`src/rtl/hilo_muldiv_unit_pkg.sv`:
```
// Shared encodings for the HI/LO multiply/divide unit.
package hilo_muldiv_unit_pkg;

  localparam int WIDTH_DEF = 32;

  typedef enum logic [1:0] {
    OP_MULT  = 2'b00,
    OP_MULTU = 2'b01,
    OP_DIV   = 2'b10,
    OP_DIVU  = 2'b11
  } op_e;

  typedef enum logic [1:0] {
    ST_IDLE = 2'b00,
    ST_RUN  = 2'b01,
    ST_FIX  = 2'b10
  } state_e;

  // Bit 1 of the opcode selects divide, bit 0 selects unsigned.
  function automatic logic op_is_div(input op_e op);
    return op[1];
  endfunction

  function automatic logic op_is_signed(input op_e op);
    return !op[0];
  endfunction

endpackage

```
`src/rtl/hilo_muldiv_unit_iter_step.sv`:
```
// One iteration of the shared multiply/divide datapath, purely combinational.
// Multiply: acc = {partial_hi, multiplier}; add multiplicand on lsb, shift right.
// Divide:   acc = {remainder, dividend/quotient}; restoring shift-subtract, shift left.
module muldiv_iter_step
  import hilo_muldiv_unit_pkg::*;
#(
  parameter int WIDTH = WIDTH_DEF
) (
  input  logic                 is_div,
  input  logic [2*WIDTH-1:0]   acc,
  input  logic [WIDTH-1:0]     opnd,
  output logic [2*WIDTH-1:0]   acc_next
);

  logic [WIDTH:0] mul_sum;
  logic [WIDTH:0] div_shift;
  logic [WIDTH:0] div_diff;

  // Compute both candidate updates and select by operation class.
  always_comb begin
    mul_sum   = {1'b0, acc[2*WIDTH-1:WIDTH]} + (acc[0] ? {1'b0, opnd} : {(WIDTH+1){1'b0}});
    div_shift = acc[2*WIDTH-1:WIDTH-1];
    div_diff  = div_shift - {1'b0, opnd};
    if (is_div) begin
      // A borrow out of the top bit means the trial subtract went negative: restore.
      if (!div_diff[WIDTH]) begin
        acc_next = {div_diff[WIDTH-1:0], acc[WIDTH-2:0], 1'b1};
      end else begin
        acc_next = {div_shift[WIDTH-1:0], acc[WIDTH-2:0], 1'b0};
      end
    end else begin
      acc_next = {mul_sum, acc[WIDTH-1:1]};
    end
  end

endmodule

```
`src/rtl/hilo_muldiv_unit.sv`:
```
// Iterative MULT/MULTU/DIV/DIVU unit owning the HI/LO register pair.
// IDLE -> RUN (WIDTH iterations) -> FIX (sign fix + HI/LO write) -> IDLE.
module hilo_muldiv_unit
  import hilo_muldiv_unit_pkg::*;
#(
  parameter int WIDTH = WIDTH_DEF
) (
  input  logic             Clk,
  input  logic             Reset,
  input  logic             Start,
  input  logic [1:0]       Op,
  input  logic [WIDTH-1:0] A,
  input  logic [WIDTH-1:0] B,
  input  logic             WriteHi,
  input  logic             WriteLo,
  input  logic [WIDTH-1:0] WriteData,
  output logic             Busy,
  output logic             Done,
  output logic             DivByZero,
  output logic [WIDTH-1:0] Hi,
  output logic [WIDTH-1:0] Lo
);

  localparam int CNT_W = $clog2(WIDTH);

  // Magnitude of a possibly signed operand.
  function automatic logic [WIDTH-1:0] abs_val(input logic [WIDTH-1:0] v, input logic is_signed);
    return (is_signed && v[WIDTH-1]) ? -v : v;
  endfunction

  // Conditional two's-complement negate of a result half.
  function automatic logic [WIDTH-1:0] cond_neg(input logic [WIDTH-1:0] v, input logic neg);
    return neg ? -v : v;
  endfunction

  // Control state (reset).
  state_e             state_q, state_d;
  logic [CNT_W-1:0]   cnt_q, cnt_d;
  logic [WIDTH-1:0]   hi_q, hi_d;
  logic [WIDTH-1:0]   lo_q, lo_d;
  logic               done_q, done_d;
  logic               dbz_q, dbz_d;

  // Datapath state (loaded on Start, not reset).
  logic [2*WIDTH-1:0] acc_q, acc_d;
  logic [WIDTH-1:0]   opnd_q, opnd_d;
  logic               is_div_q, is_div_d;
  logic               neg_lo_q, neg_lo_d;
  logic               neg_hi_q, neg_hi_d;
  logic               zero_div_q, zero_div_d;

  op_e                op_in;
  logic               op_signed;
  logic [WIDTH-1:0]   a_abs;
  logic [WIDTH-1:0]   b_abs;
  logic [2*WIDTH-1:0] acc_step;
  logic [2*WIDTH-1:0] prod_fixed;

  assign op_in     = op_e'(Op);
  assign op_signed = op_is_signed(op_in);
  assign a_abs     = abs_val(A, op_signed);
  assign b_abs     = abs_val(B, op_signed);
  assign prod_fixed = neg_lo_q ? -acc_q : acc_q;

  muldiv_iter_step #(.WIDTH(WIDTH)) u_step (
    .is_div   (is_div_q),
    .acc      (acc_q),
    .opnd     (opnd_q),
    .acc_next (acc_step)
  );

  // Next-state, datapath load/iterate and HI/LO update.
  always_comb begin
    // NOTE: every variable gets a default first so no path leaves it unassigned (no latches).
    state_d    = state_q;
    cnt_d      = cnt_q;
    hi_d       = hi_q;
    lo_d       = lo_q;
    done_d     = 1'b0;
    dbz_d      = 1'b0;
    acc_d      = acc_q;
    opnd_d     = opnd_q;
    is_div_d   = is_div_q;
    neg_lo_d   = neg_lo_q;
    neg_hi_d   = neg_hi_q;
    zero_div_d = zero_div_q;

    unique case (state_q)
      ST_IDLE: begin
        if (WriteHi) hi_d = WriteData;
        if (WriteLo) lo_d = WriteData;
        if (Start) begin
          is_div_d   = op_is_div(op_in);
          neg_lo_d   = op_signed && (A[WIDTH-1] ^ B[WIDTH-1]);
          neg_hi_d   = op_signed && A[WIDTH-1];
          zero_div_d = op_is_div(op_in) && (B == '0);
          cnt_d      = '0;
          if (op_is_div(op_in)) begin
            acc_d  = {{WIDTH{1'b0}}, a_abs};
            opnd_d = b_abs;
          end else begin
            acc_d  = {{WIDTH{1'b0}}, b_abs};
            opnd_d = a_abs;
          end
          state_d = (op_is_div(op_in) && (B == '0)) ? ST_FIX : ST_RUN;
        end
      end
      ST_RUN: begin
        acc_d = acc_step;
        cnt_d = cnt_q + CNT_W'(1);
        if (cnt_q == CNT_W'(WIDTH - 1)) state_d = ST_FIX;
      end
      ST_FIX: begin
        state_d = ST_IDLE;
        done_d  = 1'b1;
        dbz_d   = zero_div_q;
        if (!zero_div_q) begin
          if (is_div_q) begin
            lo_d = cond_neg(acc_q[WIDTH-1:0], neg_lo_q);
            hi_d = cond_neg(acc_q[2*WIDTH-1:WIDTH], neg_hi_q);
          end else begin
            {hi_d, lo_d} = prod_fixed;
          end
        end
      end
      default: state_d = ST_IDLE;
    endcase
  end

  // Control registers with synchronous active-high reset.
  always_ff @(posedge Clk) begin
    // NOTE: sequential state uses non-blocking assignments so all flops update from pre-edge values.
    if (Reset) begin
      state_q <= ST_IDLE;
      cnt_q   <= '0;
      hi_q    <= '0;
      lo_q    <= '0;
      done_q  <= 1'b0;
      dbz_q   <= 1'b0;
    end else begin
      state_q <= state_d;
      cnt_q   <= cnt_d;
      hi_q    <= hi_d;
      lo_q    <= lo_d;
      done_q  <= done_d;
      dbz_q   <= dbz_d;
    end
  end

  // Datapath registers; always loaded on Start before being read.
  always_ff @(posedge Clk) begin
    // NOTE: these are deliberately not reset: the FSM never reads them before a Start load.
    acc_q      <= acc_d;
    opnd_q     <= opnd_d;
    is_div_q   <= is_div_d;
    neg_lo_q   <= neg_lo_d;
    neg_hi_q   <= neg_hi_d;
    zero_div_q <= zero_div_d;
  end

  assign Busy      = (state_q != ST_IDLE);
  assign Done      = done_q;
  assign DivByZero = dbz_q;
  assign Hi        = hi_q;
  assign Lo        = lo_q;

endmodule

```
`config.mk`:
```
export PLATFORM = sky130hd
export DESIGN_NAME = hilo_muldiv_unit
export DESIGN_NICKNAME = d
export VERILOG_FILES = /design/src/rtl/hilo_muldiv_unit_pkg.sv /design/src/rtl/hilo_muldiv_unit_iter_step.sv /design/src/rtl/hilo_muldiv_unit.sv
export SDC_FILE = /design/constraint.sdc
export NUM_CORES = 1
export LEC_CHECK = 0
export BUFFER_PORTS_ARGS = -buffer_cell sky130_fd_sc_hd__buf_2
export CAP_MARGIN = 30
export CORE_UTILIZATION = 30
export CTS_BUF_LIST = sky130_fd_sc_hd__clkbuf_16
export CTS_CLUSTER_DIAMETER = 50
export DETAILED_ROUTE_END_ITERATION = 10
export PLACE_DENSITY_LB_ADDON = 0.05
export SLEW_MARGIN = 20
export SYNTH_ARGS = -nofsm -noshare
export SYNTH_HDL_FRONTEND = slang
export SYNTH_HIERARCHICAL = 1
export SYNTH_SLANG_ARGS = --single-unit
```
`constraint.sdc`:
```
create_clock -name Clk -period 9.8 [get_ports Clk]
set_input_delay 0.98 -clock Clk [delete_from_list [all_inputs] [get_ports Clk]]
set_output_delay 0.98 -clock Clk [all_outputs]
set_load 0.02 [all_outputs]
```
## Word level (Yosys, flattened, before mapping)

Index checks and enable logic that the tools add are counted.

| word-level totals | value |
|---|---|
| register bits after elaboration | 173 |
| output and inout bits | 67 |

| cells by class | value |
|---|---|
| add/sub/neg operators | 8 |
| equality and inequality tests | 8 |
| muxes and demuxes | 27 |
| bitwise operators | 2 |
| reduce and logical (&&, ||, !) cells | 16 |

Operators by type and width:

| operator | number |
|---|---|
| 2-to-1 mux 32 bit | 13 |
| 2-to-1 mux 64 bit | 4 |
| negator 32 bit | 4 |
| one-hot mux 32 bit (2 select lines) | 2 |
| one-hot mux 64 bit (2 select lines) | 1 |
| negator 64 bit | 1 |
| adder 32 x 33 -> 33 bit | 1 |
| subtractor 33 x 32 -> 33 bit | 1 |
| zero test 32 bit | 1 |
| inequality test 2 bit, second input constant | 5 |
| one-hot mux 5 bit (2 select lines) | 1 |
| 2-to-1 mux 2 bit | 3 |
| AND reduction 2 bit | 3 |
| AND reduction 3 bit | 2 |
| nonzero test 2 bit | 3 |
| adder 5 x 1 -> 5 bit, second input constant | 1 |
| == test 5 bit, second input constant | 1 |
| 2-to-1 mux 5 bit | 1 |
| logical AND 1 bit | 4 |
| one-hot mux 2 bit (2 select lines) | 1 |
| == test 2 x 1 -> 1 bit, second input constant | 1 |
| == test 2 bit, second input constant | 1 |
| zero test 2 bit | 1 |
| OR reduction 2 bit | 1 |
| other kinds (4) | 4 |

## Depth between registers and ports, before layout

| depth | value |
|---|---|
| word-level depth | 6 |
| gate-level depth with buffers | 14 |

## Hierarchy

Netlist, hierarchy kept.

By module, submodules not included:

| module | times used | cells each | area each (µm²) | seq. area each (µm²) |
|---|---|---|---|---|
| hilo_muldiv_unit | 1 | 1191 | 10679.0 | 4464.3 |
| muldiv_iter_step | 1 | 663 | 4590.7 | 0.0 |

## Worst setup path before layout

Ideal clock, no wire load.

| timing path | value |
|---|---|
| kind | input to register |
| start | input Start |
| end | register cnt_q[3] |
| setup time | 0.207 ns |
| arrival time | 3.056 ns |
| setup slack | 6.536 ns |
| cell stages on the path | 6 |
| buffers on the path | 0 |
| cells stage by stage | nor2_1 > or2_2 > inv_1 > nand4_1 > xor2_1 > nor3_1 |

| on the way | value |
|---|---|
| longest elaborated chain between the ends | 2 |

Ends and longest elaborated chain:

| item | RTL line | text |
|---|---|---|
| start, declared | hilo_muldiv_unit.sv:10 | `input logic Start,` |
| inequality test 2 bit (no source line) | - |  |
| AND reduction 2 bit (no source line) | - |  |
| end signal, assigned | hilo_muldiv_unit.sv:142 | `cnt_q <= cnt_d;` |
| end, declared | hilo_muldiv_unit.sv:38 | `logic [CNT_W-1:0] cnt_q, cnt_d;` |

No other way between the ends.
A chain may end at the register's enable or synchronous reset.

## Final worst setup path

| timing path | value |
|---|---|
| start | register acc_q[31] |
| end | register acc_q[32], data pin |

| on the way | value |
|---|---|
| longest elaborated chain between the ends | 4 |

Ends and longest elaborated chain:

| item | RTL line | text |
|---|---|---|
| start, declared | hilo_muldiv_unit.sv:45 | `logic [2*WIDTH-1:0] acc_q, acc_d;` |
| start signal, assigned | hilo_muldiv_unit.sv:153 | `acc_q <= acc_d;` |
| subtractor 33 x 32 -> 33 bit | hilo_muldiv_unit_iter_step.sv:23 | `div_diff = div_shift - {1'b0, opnd};` |
| 2-to-1 mux 64 bit (*) | hilo_muldiv_unit_iter_step.sv:26 | `if (!div_diff[WIDTH]) begin` |
| 2-to-1 mux 64 bit (*) | hilo_muldiv_unit_iter_step.sv:24 | `if (is_div) begin` |
| named net acc_step[32] | hilo_muldiv_unit.sv:56 | `logic [2*WIDTH-1:0] acc_step;` |
| one-hot mux 64 bit (2 select lines) (*) | hilo_muldiv_unit.sv:88 | `unique case (state_q)` |

The timed path passes the listed nets; every way through them passes the cells marked *.

==> results.yml <==
synthesis:
  synth_area_mm2: 0.0153
  avgSynthCellArea_um2: 8.24
  synth_cells: 1854
  synth_enable_flop_cells: 100
  postSynthNetCount: 2029
  ys.flop_type: "sky130_fd_sc_hd__edfxtp_1"
  ys_ff_latch: 173
  async_flop_share: 0
  synth_cell_type_count: 99
  synth.yosys.seq_area_share: 0.292
  yosys_warnings: 6
floorplanning:
  fp.dieW_um: 228
  die_h_um: 228
  floorplan.initialDensity: 0.304
  top_level_ports: 170
  core_region_area_mm2: 0.0502
  design.die.area_mm2: 0.0518
  floorplan.rows: 82
grt:
  grt_pass1_vias: 13400
  grt_residual_overflow: 0
  antenna_found_initial: 2
  track_usage: 0.231
  wire_length_of_the_first_global_routing_pass_mm: 88.0
  grt_max_degree: 60
worst_setup_path:
  critPathCaptureType: "flip-flop"
  critical_path_start_end_classification: "reg2reg"
  worst_setup_path_endpoint: "acc_q[32]"
  cp_data_arrival_time_ps: 4220
  sum_of_buffers_and_inverters_on_the_critical_path: 2
  timing.critical_path.slowest_cell_delay_ps: 430
  cp_top_family: "compound AO/OA/AOI/OAI gates"
  timing.reg2reg.setup_slack_ps: 5840
  worst_setup_path_startpoint: "acc_q[31]"
  path_depth: 14
  timing.critical_path.required_ps: 10060
  timing.critical_path.slowest_stage_cell: "sky130_fd_sc_hd__edfxtp_1"
  worst-r2r-cell-count: 14
  r2r_start: "acc_q[31]"
  cp_max_fo: 33
  crit_chain: "inv_1 -> ha_1 -> fa_1 -> nand2b_1 -> a21oi_1 -> o21ai_1 -> o21ai_2 -> a31oi_4 -> a21oi_4 -> xor2_4 -> buf_4 -> mux2i_1 -> mux2_2 -> and2_1"
  reg2reg_to: "acc_q[32]"
  timing.critical_path.from_type: "flip-flop"
placement:
  dp_hpwl_mm: 47.4
  placement.io_buffers: 169
  gp_routability_congestion: 0.933
  pre_cts_ws_ps: 5870
  post_dp_cell_area_mm2: 0.0167
clock_tree:
  post-cts-setup-buffer-count: 0
  cts.sink_count: 173
  number_of_buffers_added_by_the_clock_tree_synthesis_step: 17
  cts_stage_hold_buffer_count: 0
  clkLatencyLatePin_ps: 500
  max-clock-path-buffers: 2
  clk_transition_reported_paths_ps: 80
  clock_tree_from_tritoncts: "done"
  cts_h_tree_lvls: 4
  post_cts.resized_instances: 0
  root_buffer: "sky130_fd_sc_hd__clkbuf_16"
cells_and_area:
  fin_util: 0.346
  layout-drive-gt1-share: 0.161
  number_of_nets_at_the_end_of_the_flow: 2143
  finalInstanceArea_mm2: 0.0174
  synthToLayoutAreaGrowth_pct: 13.7
routing:
  route.vias.total: 14400
  wl_per_cell_um: 22.6
  routed_wirelength_mm: 60.1
  route.antenna.remaining_nets: 0
  route.detailed.drc: 0
  via_per_inst: 5.44
  drt-pass1-iter-count: 6
  detailedRoute.firstIterationViolations: 1065
power:
  p_leak_uw: 0.00687
  cellPowerDensity_mw_per_mm2: 162
  ir_worst_vdd_uv: 151
timing:
  transition_time_at_the_pin_with_the_least_slew_margin_ps: 946
  period_needed_ps: 3960
  hold_viol: 0
  timing.max_slew.rel_slack: 0.369
  final_min_period_over_clock_period: 0.404
  post_route_setup_tns_ps: 0
  timing.clock.skew_ps: 11.9
  grt_setup_unrepaired: "no"
  timing.fmax_mhz: 253
  worst_setup_slack_after_layout_ps: 5840
  slew_violations: 0
  finalSetupViolations: 0
hold_path:
  number_of_cells_on_the_worst_hold_path: 2
  timing.hold.worst.class: "reg2reg"
outcome:
  outcome: "completed"
run:
  max-cap-violations: 0
-- cell usage after synthesis (26+ instances only) --
cell / n / area share
sky130_fd_sc_hd__a211oi_1: 31 / 0.015
sky130_fd_sc_hd__a21o_1: 26 / 0.013
sky130_fd_sc_hd__a21oi_1: 150 / 0.049
sky130_fd_sc_hd__a31oi_1: 42 / 0.017
sky130_fd_sc_hd__and2_1: 75 / 0.031
sky130_fd_sc_hd__clkbuf_1: 69 / 0.017
sky130_fd_sc_hd__dfxtp_1: 73 / 0.096
sky130_fd_sc_hd__edfxtp_1: 100 / 0.20
sky130_fd_sc_hd__ha_1: 70 / 0.057
sky130_fd_sc_hd__inv_1: 62 / 0.015
sky130_fd_sc_hd__mux2_2: 39 / 0.029
sky130_fd_sc_hd__mux2i_1: 35 / 0.023
sky130_fd_sc_hd__nand2_1: 172 / 0.042
sky130_fd_sc_hd__nand3_1: 38 / 0.012
sky130_fd_sc_hd__nor2_1: 181 / 0.044
sky130_fd_sc_hd__nor3_1: 45 / 0.015
sky130_fd_sc_hd__o21ai_0: 94 / 0.031
sky130_fd_sc_hd__xnor2_1: 89 / 0.051
sky130_fd_sc_hd__xor2_1: 81 / 0.046
-- worst register-to-register path, stage by stage (launching register included) --
cell,delay [ps]
sky130_fd_sc_hd__edfxtp_1,430
sky130_fd_sc_hd__inv_1,110
sky130_fd_sc_hd__ha_1,250
sky130_fd_sc_hd__fa_1,390
sky130_fd_sc_hd__nand2b_1,210
sky130_fd_sc_hd__a21oi_1,210
sky130_fd_sc_hd__o21ai_1,190
sky130_fd_sc_hd__o21ai_2,320
sky130_fd_sc_hd__a31oi_4,170
sky130_fd_sc_hd__a21oi_4,280
sky130_fd_sc_hd__xor2_4,150
sky130_fd_sc_hd__buf_4,430
sky130_fd_sc_hd__mux2i_1,170
sky130_fd_sc_hd__mux2_2,270
sky130_fd_sc_hd__and2_1,130
-- cells in the final DEF, fill, tap and decap left out, drive strengths merged, types with 35 or more instances in the layout --
master / netlist / routed
dfxtp: 73 / 73
xor2: 82 / 82
o21ai: 113 / 113
mux2: 40 / 40
mux2i: 35 / 35
nor3: 49 / 49
nor2: 181 / 181
a21oi: 153 / 153
xnor2: 90 / 90
buf: 25 / 191
a31oi: 43 / 43
and2: 75 / 75
inv: 63 / 71
edfxtp: 100 / 100
nand2: 173 / 173
nand3: 38 / 38
ha: 70 / 70
-- per-layer routing --
| layer | part of all wire | track usage | up-vias |
|---|---|---|---|
| li1 | - | - | 7019 |
| met1 | 0.48 | 0.324 | 6945 |
| met2 | 0.45 | 0.362 | 411 |
| met3 | 0.045 | 0.0323 | 58 |
| met4 | 0.026 | 0.0821 | 0 |
| met5 | 0 | 0 | - |
-- cell families after synthesis --
group / share of synthesized area
and+or+nand+nor: 0.225
AOI/OAI and AO/OA: 0.228
DFF: 0.292
xor gates and xnor gates: 0.100
buffers and inverters: 0.0418
muxes: 0.0527
adders and majority gates: 0.0600
-- worst min path at each step --
| stage | slack, ps | to | start |
|---|---|---|---|
| after floorplan | 440 | DivByZero | zero_div_q |
| after global placement | 430 | Lo[30] | Lo[30] |
| after detailed placement | 440 | Lo[15] | Lo[15] |
| after CTS | 460 | Lo[30] | Lo[30] |
| after global routing | 480 | Lo[23] | Lo[23] |
| final | 450 | Lo[30] | Lo[30] |
-- power by group --
group / total (µW) / internal [µW] / switching, µW
sequential: 1000 / 860 / 144
combinational: 1080 / 420 / 660
clock: 721 / 385 / 337
total: 2810 / 1660 / 1140
-- area by class of cell --
type	instances	area (µm²)
multi-input combinational	1521	10200
fill	5284	32800
timing repair buffer	191	1010
antenna	2	5.00
sequential	173	4460
clock buffer	19	475
clock inverter	13	123
inverter	64	240
tap	672	841
-- through the flow --
step | power, µW | std cells | hold WS (ps)
finish | 2810 | 2655 | 448
detailed placement | 2090 | 2620 | 439
global placement | 2090 | 2617 | 434
floorplan | 1720 | 1854 | 438
CTS | 2820 | 2652 | 455
global route | 2960 | 2653 | 476
-- sequential cells by signal (all words and copies together) (netlist names), 2 cells and up --
register	cells
acc_q	64
Hi	32
Lo	32
opnd_q	32
cnt_q	5
state_q	2
(Power assumes the default switching activity.)
